--- src/rtl/dmem_arbiter_if.sv ---
// dmem_arbiter_if
// Bundles the two requester handshakes and the data-memory port of
// dmem_arbiter.
//   slave  : arbiter view (requests and memory response in, done/data/strobes out)
//   master : environment view (requesters plus memory model)
// Requester side : Req{0,1}Read, Req{0,1}Write, Req{0,1}Addr, Req{0,1}WData,
//                  Done0, Done1, RData, Err, Busy
// Memory side    : MemRead_wire, MemWrite_wire, MemAddress_wire,
//                  MemWriteData_wire, MemValid_wire, Datamem_wire
interface dmem_arbiter_if;
  logic        Req0Read;
  logic        Req0Write;
  logic [31:0] Req0Addr;
  logic [31:0] Req0WData;
  logic        Req1Read;
  logic        Req1Write;
  logic [31:0] Req1Addr;
  logic [31:0] Req1WData;
  logic        Done0;
  logic        Done1;
  logic [31:0] RData;
  logic        Err;
  logic        Busy;
  logic        MemRead_wire;
  logic        MemWrite_wire;
  logic [31:0] MemAddress_wire;
  logic [31:0] MemWriteData_wire;
  logic        MemValid_wire;
  logic [31:0] Datamem_wire;

  modport slave (
    input  Req0Read, Req0Write, Req0Addr, Req0WData,
    input  Req1Read, Req1Write, Req1Addr, Req1WData,
    input  MemValid_wire, Datamem_wire,
    output Done0, Done1, RData, Err, Busy,
    output MemRead_wire, MemWrite_wire, MemAddress_wire, MemWriteData_wire
  );

  modport master (
    output Req0Read, Req0Write, Req0Addr, Req0WData,
    output Req1Read, Req1Write, Req1Addr, Req1WData,
    output MemValid_wire, Datamem_wire,
    input  Done0, Done1, RData, Err, Busy,
    input  MemRead_wire, MemWrite_wire, MemAddress_wire, MemWriteData_wire
  );
endinterface

--- src/rtl/dmem_arbiter.sv ---
// dmem_arbiter
// Two-requester round-robin arbiter and sequencer for the single data-memory
// port. Requests are granted in IDLE, the latched op/address/data are driven
// to memory in BUSY until MemValid_wire, and a one-cycle Done pulse (with read
// data in RData) is issued in DONE.
// Ports:
//   clk  : clock, rising edge
//   rst  : synchronous active-high reset
//   bus  : dmem_arbiter_if.slave (requester handshakes + memory port)
// Parameter:
//   TIMEOUT_CYCLES : BUSY-cycle limit, only used when DMEM_ARB_TIMEOUT_EN is
//                    defined; otherwise BUSY waits indefinitely and Err is 0.
module dmem_arbiter #(
  parameter int TIMEOUT_CYCLES = 64
) (
  input  logic           clk,
  input  logic           rst,
  dmem_arbiter_if.slave  bus
);

  typedef enum logic [1:0] {IDLE, BUSY, DONE} state_t;

  state_t      state_q, state_d;
  logic        last_gnt_q, last_gnt_d;
  logic        gnt_id_q, gnt_id_d;
  logic        mem_read_q, mem_read_d;
  logic        mem_write_q, mem_write_d;
  logic [31:0] addr_q, addr_d;
  logic [31:0] wdata_q, wdata_d;
  logic [31:0] rdata_q, rdata_d;
  logic        done0_q, done0_d;
  logic        done1_q, done1_d;

  logic        req0_any, req1_any;
  logic        gnt;

  assign req0_any = bus.Req0Read | bus.Req0Write;
  assign req1_any = bus.Req1Read | bus.Req1Write;

`ifdef DMEM_ARB_TIMEOUT_EN
  localparam int CW = $clog2(TIMEOUT_CYCLES + 1);
  localparam logic [CW-1:0] TMO_LAST = CW'(TIMEOUT_CYCLES - 1);
  logic [CW-1:0] tmo_cnt_q, tmo_cnt_d;
  logic          err_q, err_d;
`endif

  always_comb begin
    state_d     = state_q;
    last_gnt_d  = last_gnt_q;
    gnt_id_d    = gnt_id_q;
    mem_read_d  = mem_read_q;
    mem_write_d = mem_write_q;
    addr_d      = addr_q;
    wdata_d     = wdata_q;
    rdata_d     = rdata_q;
    done0_d     = 1'b0;
    done1_d     = 1'b0;
    gnt         = 1'b0;
`ifdef DMEM_ARB_TIMEOUT_EN
    tmo_cnt_d   = tmo_cnt_q;
    err_d       = err_q;
`endif
    case (state_q)
      IDLE: begin
        if (req0_any || req1_any) begin
          // On a tie the requester not served last wins; otherwise whoever asks.
          gnt         = (req0_any && req1_any) ? ~last_gnt_q : req1_any;
          gnt_id_d    = gnt;
          last_gnt_d  = gnt;
          addr_d      = gnt ? bus.Req1Addr  : bus.Req0Addr;
          wdata_d     = gnt ? bus.Req1WData : bus.Req0WData;
          // Read together with write counts as a write.
          mem_write_d = gnt ? bus.Req1Write : bus.Req0Write;
          mem_read_d  = ~(gnt ? bus.Req1Write : bus.Req0Write);
          state_d     = BUSY;
`ifdef DMEM_ARB_TIMEOUT_EN
          tmo_cnt_d   = '0;
`endif
        end
      end
      BUSY: begin
        if (bus.MemValid_wire) begin
          // mem_read_q is still set here, so it tells us whether to capture.
          if (mem_read_q) rdata_d = bus.Datamem_wire;
          mem_read_d  = 1'b0;
          mem_write_d = 1'b0;
          done0_d     = ~gnt_id_q;
          done1_d     = gnt_id_q;
          state_d     = DONE;
`ifdef DMEM_ARB_TIMEOUT_EN
          err_d       = 1'b0;
        end else if (tmo_cnt_q == TMO_LAST) begin
          // Last allowed BUSY cycle ended without a response: abort.
          rdata_d     = '0;
          err_d       = 1'b1;
          mem_read_d  = 1'b0;
          mem_write_d = 1'b0;
          done0_d     = ~gnt_id_q;
          done1_d     = gnt_id_q;
          state_d     = DONE;
        end else begin
          tmo_cnt_d   = tmo_cnt_q + 1'b1;
`endif
        end
      end
      DONE: begin
        state_d = IDLE;
`ifdef DMEM_ARB_TIMEOUT_EN
        err_d   = 1'b0;
`endif
      end
      default: state_d = IDLE;
    endcase
  end

  always_ff @(posedge clk) begin
    if (rst) begin
      state_q     <= IDLE;
      last_gnt_q  <= 1'b1;
      gnt_id_q    <= 1'b0;
      mem_read_q  <= 1'b0;
      mem_write_q <= 1'b0;
      addr_q      <= '0;
      wdata_q     <= '0;
      rdata_q     <= '0;
      done0_q     <= 1'b0;
      done1_q     <= 1'b0;
`ifdef DMEM_ARB_TIMEOUT_EN
      tmo_cnt_q   <= '0;
      err_q       <= 1'b0;
`endif
    end else begin
      state_q     <= state_d;
      last_gnt_q  <= last_gnt_d;
      gnt_id_q    <= gnt_id_d;
      mem_read_q  <= mem_read_d;
      mem_write_q <= mem_write_d;
      addr_q      <= addr_d;
      wdata_q     <= wdata_d;
      rdata_q     <= rdata_d;
      done0_q     <= done0_d;
      done1_q     <= done1_d;
`ifdef DMEM_ARB_TIMEOUT_EN
      tmo_cnt_q   <= tmo_cnt_d;
      err_q       <= err_d;
`endif
    end
  end

  assign bus.MemRead_wire      = mem_read_q;
  assign bus.MemWrite_wire     = mem_write_q;
  assign bus.MemAddress_wire   = addr_q;
  assign bus.MemWriteData_wire = wdata_q;
  assign bus.RData             = rdata_q;
  assign bus.Done0             = done0_q;
  assign bus.Done1             = done1_q;
  assign bus.Busy              = (state_q != IDLE);
`ifdef DMEM_ARB_TIMEOUT_EN
  assign bus.Err               = err_q;
`else
  assign bus.Err               = 1'b0;
`endif

endmodule
--- src/flat_wrapper.sv ---
// flat-port wrapper written by rule: the top's interface ports become plain ports
module dmem_arbiter_flat 
#(
  parameter int TIMEOUT_CYCLES = 64
)
  (clk, rst, bus_Req0Read, bus_Req0Write, bus_Req0Addr, bus_Req0WData, bus_Req1Read, bus_Req1Write, bus_Req1Addr, bus_Req1WData, bus_MemValid_wire, bus_Datamem_wire, bus_Done0, bus_Done1, bus_RData, bus_Err, bus_Busy, bus_MemRead_wire, bus_MemWrite_wire, bus_MemAddress_wire, bus_MemWriteData_wire);
  dmem_arbiter_if bus_i ();
  input  logic clk;
  input  logic rst;
  input wire logic [$bits(bus_i.Req0Read)-1:0] bus_Req0Read;
  input wire logic [$bits(bus_i.Req0Write)-1:0] bus_Req0Write;
  input wire logic [$bits(bus_i.Req0Addr)-1:0] bus_Req0Addr;
  input wire logic [$bits(bus_i.Req0WData)-1:0] bus_Req0WData;
  input wire logic [$bits(bus_i.Req1Read)-1:0] bus_Req1Read;
  input wire logic [$bits(bus_i.Req1Write)-1:0] bus_Req1Write;
  input wire logic [$bits(bus_i.Req1Addr)-1:0] bus_Req1Addr;
  input wire logic [$bits(bus_i.Req1WData)-1:0] bus_Req1WData;
  input wire logic [$bits(bus_i.MemValid_wire)-1:0] bus_MemValid_wire;
  input wire logic [$bits(bus_i.Datamem_wire)-1:0] bus_Datamem_wire;
  output wire logic [$bits(bus_i.Done0)-1:0] bus_Done0;
  output wire logic [$bits(bus_i.Done1)-1:0] bus_Done1;
  output wire logic [$bits(bus_i.RData)-1:0] bus_RData;
  output wire logic [$bits(bus_i.Err)-1:0] bus_Err;
  output wire logic [$bits(bus_i.Busy)-1:0] bus_Busy;
  output wire logic [$bits(bus_i.MemRead_wire)-1:0] bus_MemRead_wire;
  output wire logic [$bits(bus_i.MemWrite_wire)-1:0] bus_MemWrite_wire;
  output wire logic [$bits(bus_i.MemAddress_wire)-1:0] bus_MemAddress_wire;
  output wire logic [$bits(bus_i.MemWriteData_wire)-1:0] bus_MemWriteData_wire;
  assign bus_i.Req0Read = bus_Req0Read;
  assign bus_i.Req0Write = bus_Req0Write;
  assign bus_i.Req0Addr = bus_Req0Addr;
  assign bus_i.Req0WData = bus_Req0WData;
  assign bus_i.Req1Read = bus_Req1Read;
  assign bus_i.Req1Write = bus_Req1Write;
  assign bus_i.Req1Addr = bus_Req1Addr;
  assign bus_i.Req1WData = bus_Req1WData;
  assign bus_i.MemValid_wire = bus_MemValid_wire;
  assign bus_i.Datamem_wire = bus_Datamem_wire;
  assign bus_Done0 = bus_i.Done0;
  assign bus_Done1 = bus_i.Done1;
  assign bus_RData = bus_i.RData;
  assign bus_Err = bus_i.Err;
  assign bus_Busy = bus_i.Busy;
  assign bus_MemRead_wire = bus_i.MemRead_wire;
  assign bus_MemWrite_wire = bus_i.MemWrite_wire;
  assign bus_MemAddress_wire = bus_i.MemAddress_wire;
  assign bus_MemWriteData_wire = bus_i.MemWriteData_wire;
  dmem_arbiter #(.TIMEOUT_CYCLES(TIMEOUT_CYCLES)) u_core (.clk(clk), .rst(rst), .bus(bus_i));
endmodule
--- config.mk ---
export PLATFORM = sky130hd
export DESIGN_NAME = dmem_arbiter_flat
export DESIGN_NICKNAME = d
export VERILOG_FILES = /design/src/rtl/dmem_arbiter_if.sv /design/src/rtl/dmem_arbiter.sv /design/src/flat_wrapper.sv
export SDC_FILE = /design/constraint.sdc
export NUM_CORES = 1
export LEC_CHECK = 0
export ABC_AREA = 1
export BUFFER_PORTS_ARGS = -buffer_cell sky130_fd_sc_hd__buf_2
export CAP_MARGIN = 15
export CORE_ASPECT_RATIO = 0.9
export CORE_MARGIN = 2
export CORE_UTILIZATION = 40
export DETAILED_ROUTE_END_ITERATION = 6
export GPL_TIMING_DRIVEN = 0
export PLACE_DENSITY_LB_ADDON = 0.15
export SLEW_MARGIN = 5
export SYNTH_ARGS = -nofsm -noshare
export SYNTH_HDL_FRONTEND = slang
export SYNTH_SLANG_ARGS = --single-unit
--- constraint.sdc ---
create_clock -name clk -period 1.73 [get_ports clk]
set_input_delay 0.0865 -clock clk [delete_from_list [all_inputs] [get_ports clk]]
set_output_delay 0.0865 -clock clk [all_outputs]
set_load 0.02 [all_outputs]
==> impl_metrics.ini, run 1 <==
[setup_path]
crit_path_end_kind = register
crit_family = buffers and inverters
critPathKind = register to register
path_cells = inv_1 -> nand2_1 -> a21oi_4 -> buf_4 -> buf_2 -> nand3_1 -> nand2_1 -> inv_1
required_ns = 1.97
path_buf_inv = 4
cp_max_fo = 10
slowest_delay_ns = 0.31
crit_path_top_delay_cell = dfxtp_1
start_kind = register
cp.arrival_ns = 1.74

[routing]
route.met2.wl_mm = 6.46
drc = 0
drt-vias-per-instance = 4.38
ant_nets = 0
wire_per_inst_um = 11.9
drt_wl_total_mm = 14.0
met3_length_mm = 1.11
top_layer_used = met5
vias = 5136
drtIter0Drc = 196
m1WireLength_mm = 6.09
drt_first_pass_iters = 5

[cts]
clock-sinks = 104
root_buffer = clkbuf_16
clockBufferDepth = 2
cts_tree = built
cts_hold_buf = 0
cts_buffers = 9
postCtsSetupBuffers = 0
cts_resized = 0
clkSlewWorstSetupHoldPaths_ns = 0.07
clock_latency_ns = 0.35
ctsHtreeMaxLevel = 3

[timing]
hold-worst-slack_ns = 0.0163
fin_ws_ns = 0.237
rsz0062_at_grt = no
clock_skew_ns = 0.00612
hold_viol = 0
post-route-period-util = 0.863
fmax_ghz = 0.670
relSlewSlack = 0.654
setup_viol = 0
fin_crit_ns = 1.49
finalSetupTns_ns = 0
worst_pin_slew_ns = 0.520
maxSlewViolCount = 0

[synthesis]
synth-seq-area-share = 0.444
syn-num-nets = 899
synthTopCellsByArea = dfxtp_1 44%, nand2_1 17%, nor2_1 10%
synth_area_sq_mm = 0.00469
ys_warn_count = 0
synth_top_area_cell = dfxtp_1
postSynthAreaPerCell_sq_um = 6.41
synthCells = 732
ys_ff_latch = 104
synth.top_cell.area_share = 0.444
post_synth_num_cell_types = 20

[run_status]
status = complete, no violations

[floorplanning]
core_area_sq_mm = 0.0114
start_util = 0.410
fp.dieH_um = 107
io_pins = 269
dieArea_sq_mm = 0.0126
die_x_um = 118
rows = 37

[power_and_ir_drop]
vdd_drop_max_uv = 549
total_power_w = 0.00645
power-per-cell-area_mw_per_mm2 = 992
p_leak_nw = 3.83

[cells_and_area]
drive_above_1_share = 0.309
nNetsFinal = 1176
area_delta_synth_final_pct = 38.7

[grt]
track_usage = 0.219
grt_pass1_wl_mm = 22.4
antenna_found_initial = 3
grt_pass1_vias = 4727
grt_start_max_net_pins = 17
overflow = 0

[place]
gp_congestion = 0.861
dp_hpwl_mm = 10.8
portBuffers = 266
dp_worst_setup_slack_ns = 0.159

[min_path]
min_path_type = input pin to register

[run]
max-cap-violations = 0
[metal layers]
layer  up-vias  track usage
met2       173        0.366
li1       2753            -
met3        24       0.0644
met5         -            0
met4         2       0.0826
met1      2184        0.267
[through the flow]
step	utilization	cells	cell area, sq um
finish	0.569	1172	6500
global route	0.569	1172	6500
CTS	0.568	1170	6490
detailed placement	0.544	1154	6220
global placement	0.544	1154	6220
floorplan	-	732	4690
[sequential cells by signal, indices dropped and copies added, names as in the netlist]
register	cells
u_core.bus.MemRead_wire	1
u_core.bus.MemAddress_wire	32
u_core.gnt_id_q	1
u_core.bus.Done0	1
u_core.bus.Done1	1
u_core.state_q	2
u_core.bus.MemWrite_wire	1
u_core.bus.RData	32
u_core.bus.MemWriteData_wire	32
u_core.last_gnt_q	1
[Yosys cell counts]
library cell  count
buf_1             4
buf_4            10
a21oi_2           1
clkinv_1          1
a21oi_1          36
nand2_1         207
nor3b_1           1
inv_1           100
nor2_2            1
nand3_2           1
o21ai_1           1
buf_2            19
o21ai_0          32
inv_2             1
nor3_1            1
clkbuf_1         13
nand3_1          67
conb_1            1
nor2_1          131
dfxtp_1         104
[worst paths after layout]
path | end | slack, ns | start | depth (start not counted)
max | u_core.bus.MemAddress_wire[5] | 0.24 | u_core.state_q[1] | 8
min | u_core.bus.MemWriteData_wire[26] | 0.02 | bus_Req1WData[26] | 5
min reg2reg | u_core.bus.RData[2] | 0.44 | u_core.bus.RData[2] | 2
max reg2reg | u_core.bus.MemAddress_wire[5] | 0.24 | u_core.state_q[1] | 8
[power by group]
group	internal (W)	total, W	switching (W)
Sequential	0.00264	0.00275	0.000113
Clock	0.00102	0.00190	0.000882
Combinational	0.000662	0.00180	0.00113
Total	0.00432	0.00645	0.00213
[cells in the final DEF (no fill, tap or decap), drive strengths merged]
cell      instances
nor2            132
nor3b             1
o21ai            33
buf             299
clkinv            4
a21oi            37
clkinvlp          1
nand2           207
conb              1
nand3            68
dfxtp           104
nor3              1
clkbuf           25
diode             2
inv             101
[tightest hold or removal path: cells and delay by family]
kind / cells / cell delay (ns)
simple gates: 3 / 0.13
buf+inv: 2 / 0.11
[kinds of logic after synthesis]
| logic type | share of synthesized area |
|---|---|
| AO/OA/AOI/OAI | 0.0755 |
| buffers and inverters | 0.132 |
| flip-flops | 0.444 |
| other | 0.000800 |
| AND/OR/NAND/NOR | 0.348 |
[cell type report]
type,count,area (sq um)
Fill cell,1257,4930
Sequential cell,104,2080
Multi-Input combinational cell,480,2000
Timing Repair Buffer,266,1330
Inverter,102,383
Clock buffer,12,246
Buffer,46,234
Tap cell,156,195
Clock inverter,4,30.0
Antenna cell,2,5.00
(Power assumes the default switching activity.)
==> run 2, diff against run 1 <==
- CELL_PAD_IN_SITES_DETAIL_PLACEMENT: unset -> 1
- CELL_PAD_IN_SITES_GLOBAL_PLACEMENT: unset -> 1
- CORE_UTILIZATION: 40 -> 29
==> impl_metrics.ini, run 2 (synthesis results as in run 1) <==
[run_status]
status = complete, no violations

[power_and_ir_drop]
pwr-share-clk = 0.309
vdd_drop_max_uv = 458
switching_share = 0.347
total_power_w = 0.00665
p_comb_frac = 0.277
p_seq_frac = 0.413
p_int_w = 0.00434
p_switching_w = 0.00231
p_leak_nw = 3.88
power-per-cell-area_mw_per_mm2 = 994

[routing]
drtIter0Drc = 164
drt_first_pass_iters = 4
drt_wl_total_mm = 16.2
drt-vias-per-instance = 4.25
drc = 0
wire_per_inst_um = 13.2
ant_nets = 0
vias = 5228

[cells_and_area]
nNetsFinal = 1186
drive_above_1_share = 0.308
area_delta_synth_final_pct = 42.6
finalNonFillerCells = 1231
layout_common_cells = 285 x buf_2, 207 x nand2_1, 131 x nor2_1, 104 x dfxtp_1, 100 x inv_1
final_common_cell = buf_2
antenna_cells = 0

[setup_path]
cp.arrival_ns = 1.74
crit_path_end_kind = register
path_depth = 8
crit_family = buffers and inverters
cp_max_fo = 10
r2r.worst_path.cells = 8
r2r_slack_ns = 0.25
path_buf_inv = 4
required_ns = 1.98
r2r-start = u_core.state_q[1]
critPathKind = register to register
slowest_delay_ns = 0.32
startpoint = u_core.state_q[1]
endpoint = u_core.bus.MemAddress_wire[17]
path_cells = inv_1 -> nand2_1 -> a21oi_4 -> buf_4 -> buf_2 -> nand3_1 -> nand2_1 -> inv_1
start_kind = register
crit_path_top_delay_cell = dfxtp_1
r2r_end = u_core.bus.MemAddress_wire[17]

[min_path]
min_path_type = input pin to register
holdCritStartpoint = bus_Req1WData[30]

[run]
max-cap-violations = 0

[floorplanning]
dieArea_sq_mm = 0.0172
fp.dieH_um = 125
io_pins = 269
die_x_um = 138
rows = 44
start_util = 0.294
core_area_sq_mm = 0.0160

[timing]
setup_viol = 0
clock_skew_ns = 0.00857
worst_pin_slew_ns = 0.525
fin_crit_ns = 1.48
maxSlewViolCount = 0
rsz0062_at_grt = no
finalSetupTns_ns = 0
fmax_ghz = 0.675
fin_ws_ns = 0.248
relSlewSlack = 0.650
post-route-period-util = 0.857
hold_viol = 0

[grt]
grt_pass1_vias = 5360
overflow = 0
track_usage = 0.190
grt_start_max_net_pins = 21
antenna_found_initial = 1
grt_pass1_wl_mm = 26.6

[cts]
clock-sinks = 104
clock_latency_ns = 0.36
clockBufferDepth = 2
clkSlewWorstSetupHoldPaths_ns = 0.08
cts_tree = built
ctsHtreeMaxLevel = 3
root_buffer = clkbuf_16
cts_buffers = 9

[place]
dp_hpwl_mm = 12.6
dp_worst_setup_slack_ns = 0.186
gp_congestion = 0.755
dp_cells = 1205
portBuffers = 266
-- run 2: changes by cell type in the layout (fill, tap and decap cells not counted) --
cell,delta
clkbuf_1,-2
clkinv_4,-1
inv_6,+2
o21ai_1,+1
diode_2,-2
clkinv_2,-1
o21ai_0,-1
clkbuf_8,-1
clkinv_8,+1
dlygate4sd3_1,+10
inv_8,+2
-- run 2: stage by stage --
| step | hold slack [ns] | cell area, sq um | utilization |
|---|---|---|---|
| detailed placement | 0.375 | 6280 | 0.393 |
| global placement | 0.367 | 6280 | 0.393 |
| floorplan | 0.257 | 4690 | - |
| finish | 0.0129 | 6690 | 0.419 |
| global route | 0.0219 | 6690 | 0.419 |
| CTS | 0.00150 | 6680 | 0.418 |
-- run 2: worst min path at each step --
stage                                             endpoint  slack (ns)  depth (start not counted)
after global routing                  u_core.bus.RData[31]        0.02                          3
after detailed placement              u_core.bus.RData[24]        0.38                          3
final                     u_core.bus.MemWriteData_wire[30]        0.01                          5
after global placement                 u_core.bus.RData[9]        0.37                          3
after floorplan                          u_core.state_q[0]        0.26                          3
after CTS                             u_core.bus.RData[25]       0.002                          3
-- run 2: layout make-up --
class                   count  area, sq um
clock inverters             7         72.6
repair buffers            276         1430
multi-input cells         480         2000
clock buffers               9          225
fillers                  2204         9280
well taps                 207          259
flip-flops and latches    104         2080
plain buffers              46          234
inverters                 102          383
-- run 2: timing repair --
item                                    4_1_cts  5_1_grt
endpoints found under the hold margin        10        0
resized for setup                             0        2
hold buffers                                 10        0
endpoints found under the setup margin        0        2
buffers inserted                              0        0
-- run 2: power by group through the flow --
stage,Combinational [W],Clock [W],Sequential (W)
3_3_place_gp,0.00184,0,0.00280
6_report,0.00184,0.00206,0.00275
4_1_cts,0.00188,0.00215,0.00275
2_1_floorplan,0.000849,0,0.00309
5_1_grt,0.00210,0.00223,0.00278
3_5_place_dp,0.00186,0,0.00280
-- run 2: metal layers --
metal | GRT usage | up-vias | share of wire
li1 | - | 2777 | -
met1 | 0.229 | 2285 | 0.45
met2 | 0.330 | 148 | 0.47
met3 | 0.0634 | 16 | 0.076
met4 | 0.0444 | 2 | 0.0098
met5 | 0 | - | 0.00043
-- run 2: tightest hold or removal path, cell delays in order --
cell,delay [ns]
buf_2,0.07
nand2_1,0.04
nand3_1,0.05
nand2_1,0.04
inv_1,0.04
==> run 3, diff against run 2 <==
- ABC_AREA: 1 -> 0
- CORE_UTILIZATION: 29 -> 28
- PLACE_DENSITY_LB_ADDON: 0.15 -> 0.3
==> impl_metrics.ini, run 3 <==
[routing]
drt_wl_total_mm = 18.0
drtIter0Drc = 188
vias = 5321
ant_nets = 0
drt-vias-per-instance = 4.79
drt_first_pass_iters = 4
wire_per_inst_um = 16.2
drc = 0

[timing]
hold_viol = 0
maxSlewViolCount = 0
fin_crit_ns = 1.62
post-route-period-util = 0.937
hold-worst-slack_ns = 0.0225
clock_skew_ns = 0.00552
worst_pin_slew_ns = 0.596
setup_viol = 0
finalSetupTns_ns = 0
rsz0062_at_grt = no
fmax_ghz = 0.617
relSlewSlack = 0.603

[floorplanning]
die_x_um = 132
io_pins = 269
dieArea_sq_mm = 0.0158
rows = 42
core_area_sq_mm = 0.0146
start_util = 0.284
fp.dieH_um = 120

[synthesis]
synth_enable_flop_cells = 0
synth_area_sq_mm = 0.00416
synth_compound_area_frac = 0.245
synth_common_cells = 128 x nand2_1, 104 x dfxtp_1, 102 x a21oi_1
synthSimpleGateAreaFrac = 0.200
synth-seq-area-share = 0.501
synth.top_cell.area_share = 0.501
synth_fa_ha_area_frac = 0
synth_top_family_by_area = compound AO/OA/AOI/OAI gates
yosysMostFrequentCell = nand2_1
synthArstFlopShare = 0
synthTopCellsByArea = dfxtp_1 50%, a21oi_1 12%, a211oi_1 12%
ys_warn_count = 0
ys_ff_latch = 104
synthCells = 534
synth_mux_area_frac = 0
post_synth_num_cell_types = 26
postSynthAreaPerCell_sq_um = 7.78
synth_top_area_cell = dfxtp_1
syn-num-nets = 701
synth-main-ff-cell = dfxtp_1
synth_xor_area_frac = 0

[cells_and_area]
antenna_cells = 0
drive_above_1_share = 0.351
n_fill_cell = 1835
layout_common_cells = 270 x buf_2, 128 x nand2_1, 104 x dfxtp_1, 102 x a21oi_1, 96 x dlygate4sd3_1
final_common_cell = buf_2
finalNonFillerCells = 1112
nNetsFinal = 1076
area_delta_synth_final_pct = 70.6

[power_and_ir_drop]
switching_share = 0.315
power-per-cell-area_mw_per_mm2 = 957
pwr-share-clk = 0.331
p_switching_w = 0.00214
p_comb_frac = 0.266
total_power_w = 0.00678
vdd_drop_max_uv = 632
p_leak_nw = 3.38
p_seq_frac = 0.403
p_int_w = 0.00465

[setup_path]
cp.arrival_ns = 1.87
endpoint = u_core.bus.MemAddress_wire[21]
r2r.worst_path.cells = 6
crit_path_end_kind = register
r2r_slack_ns = 0.11
cp_max_fo = 10
r2r-start = u_core.state_q[1]
critPathKind = register to register
start_kind = register
r2r_end = u_core.bus.MemAddress_wire[21]
startpoint = u_core.state_q[1]
required_ns = 1.98

[grt]
antenna_found_initial = 0
use_met3 = 0.0693
busiest_layer = met2
grt_pass1_wl_mm = 28.9
grt_pass1_vias = 5824
use_met2 = 0.427
global_route.usage.met1 = 0.240
track_usage = 0.228
overflow = 0
grt_start_max_net_pins = 18

[place]
portBuffers = 266
dp_cells = 998
gp_congestion = 0.798
dp_hpwl_mm = 12.6

[cts]
cts_tree = built
clock_latency_ns = 0.35
clockBufferDepth = 2
root_buffer = clkbuf_16
ctsHtreeMaxLevel = 3
cts_buffers = 9
clock-sinks = 104
clkSlewWorstSetupHoldPaths_ns = 0.07

[min_path]
min_path_type = input pin to register

[run_status]
status = complete, no violations

[run]
max-cap-violations = 0
[run 3: timing repair]
action	in CTS	in global routing
hold buffers	96	0
gates resized for setup	3	39
cloned	0	0
buffers inserted	0	3
endpoints found under the setup margin	40	88
endpoints found under the hold margin	96	0
[run 3: how the worst min path moves through the flow]
stage                               startpoint                   end  cells past startpoint
after detailed placement   bus_Datamem_wire[1]   u_core.bus.RData[1]                      3
after floorplan           bus_Datamem_wire[30]  u_core.bus.RData[30]                      2
after CTS                    bus_MemValid_wire     u_core.state_q[0]                      3
after global routing         bus_MemValid_wire     u_core.state_q[0]                      3
final                        bus_MemValid_wire     u_core.state_q[0]                      3
after global placement     bus_Datamem_wire[6]   u_core.bus.RData[6]                      3
[run 3: power by group through the flow]
stage | Sequential (W) | Combinational [W] | Clock [W]
2_1_floorplan | 0.00304 | 0.000681 | 0
3_3_place_gp | 0.00277 | 0.00155 | 0
3_5_place_dp | 0.00279 | 0.00160 | 0
4_1_cts | 0.00273 | 0.00178 | 0.00231
5_1_grt | 0.00276 | 0.00199 | 0.00240
6_report | 0.00273 | 0.00181 | 0.00224
[run 3: logic make-up (layout without fill, tap and decap cells)]
| kind of cell | Yosys count | count (layout) |
|---|---|---|
| simple gates | 211 | 211 |
| compound gates | 170 | 170 |
| flops | 104 | 104 |
| buf+inv | 48 | 428 |
| other cells | 1 | 1 |
[run 3: area by class of cell]
cell class,instances,area [sq um],area share
Buffer,46,254,0.0358
Clock buffer,10,229,0.0323
Clock inverter,6,92.6,0.0131
Inverter,1,3.75,0.000530
Multi-Input combinational cell,382,1860,0.263
Sequential cell,104,2080,0.294
Tap cell,198,248,0.0350
Timing Repair Buffer,365,2310,0.327
[run 3: metrics by stage]
| stage | area, sq um | worst slack, ns | utilization |
|---|---|---|---|
| global placement | 5730 | -0.0209 | 0.393 |
| global route | 7090 | 0.00204 | 0.485 |
| finish | 7090 | 0.110 | 0.485 |
| detailed placement | 5730 | -0.146 | 0.393 |
| floorplan | 4160 | 0.221 | - |
| CTS | 7030 | 0.0117 | 0.481 |
[run 3: worst max-delay path, cell delays in order, from the launching register on]
cell and delay, ns:
dfxtp_1 0.32, or2_4 0.27, a21oi_1 0.17, buf_4 0.22
buf_4 0.20, nor2_1 0.07, a211oi_1 0.27
[run 3: per-layer routing]
metal  up-vias  part of all wire
met5         -                 0
met4         0             0.027
met3        38             0.062
met2       180              0.52
met1      2535              0.39
li1       2568                 -
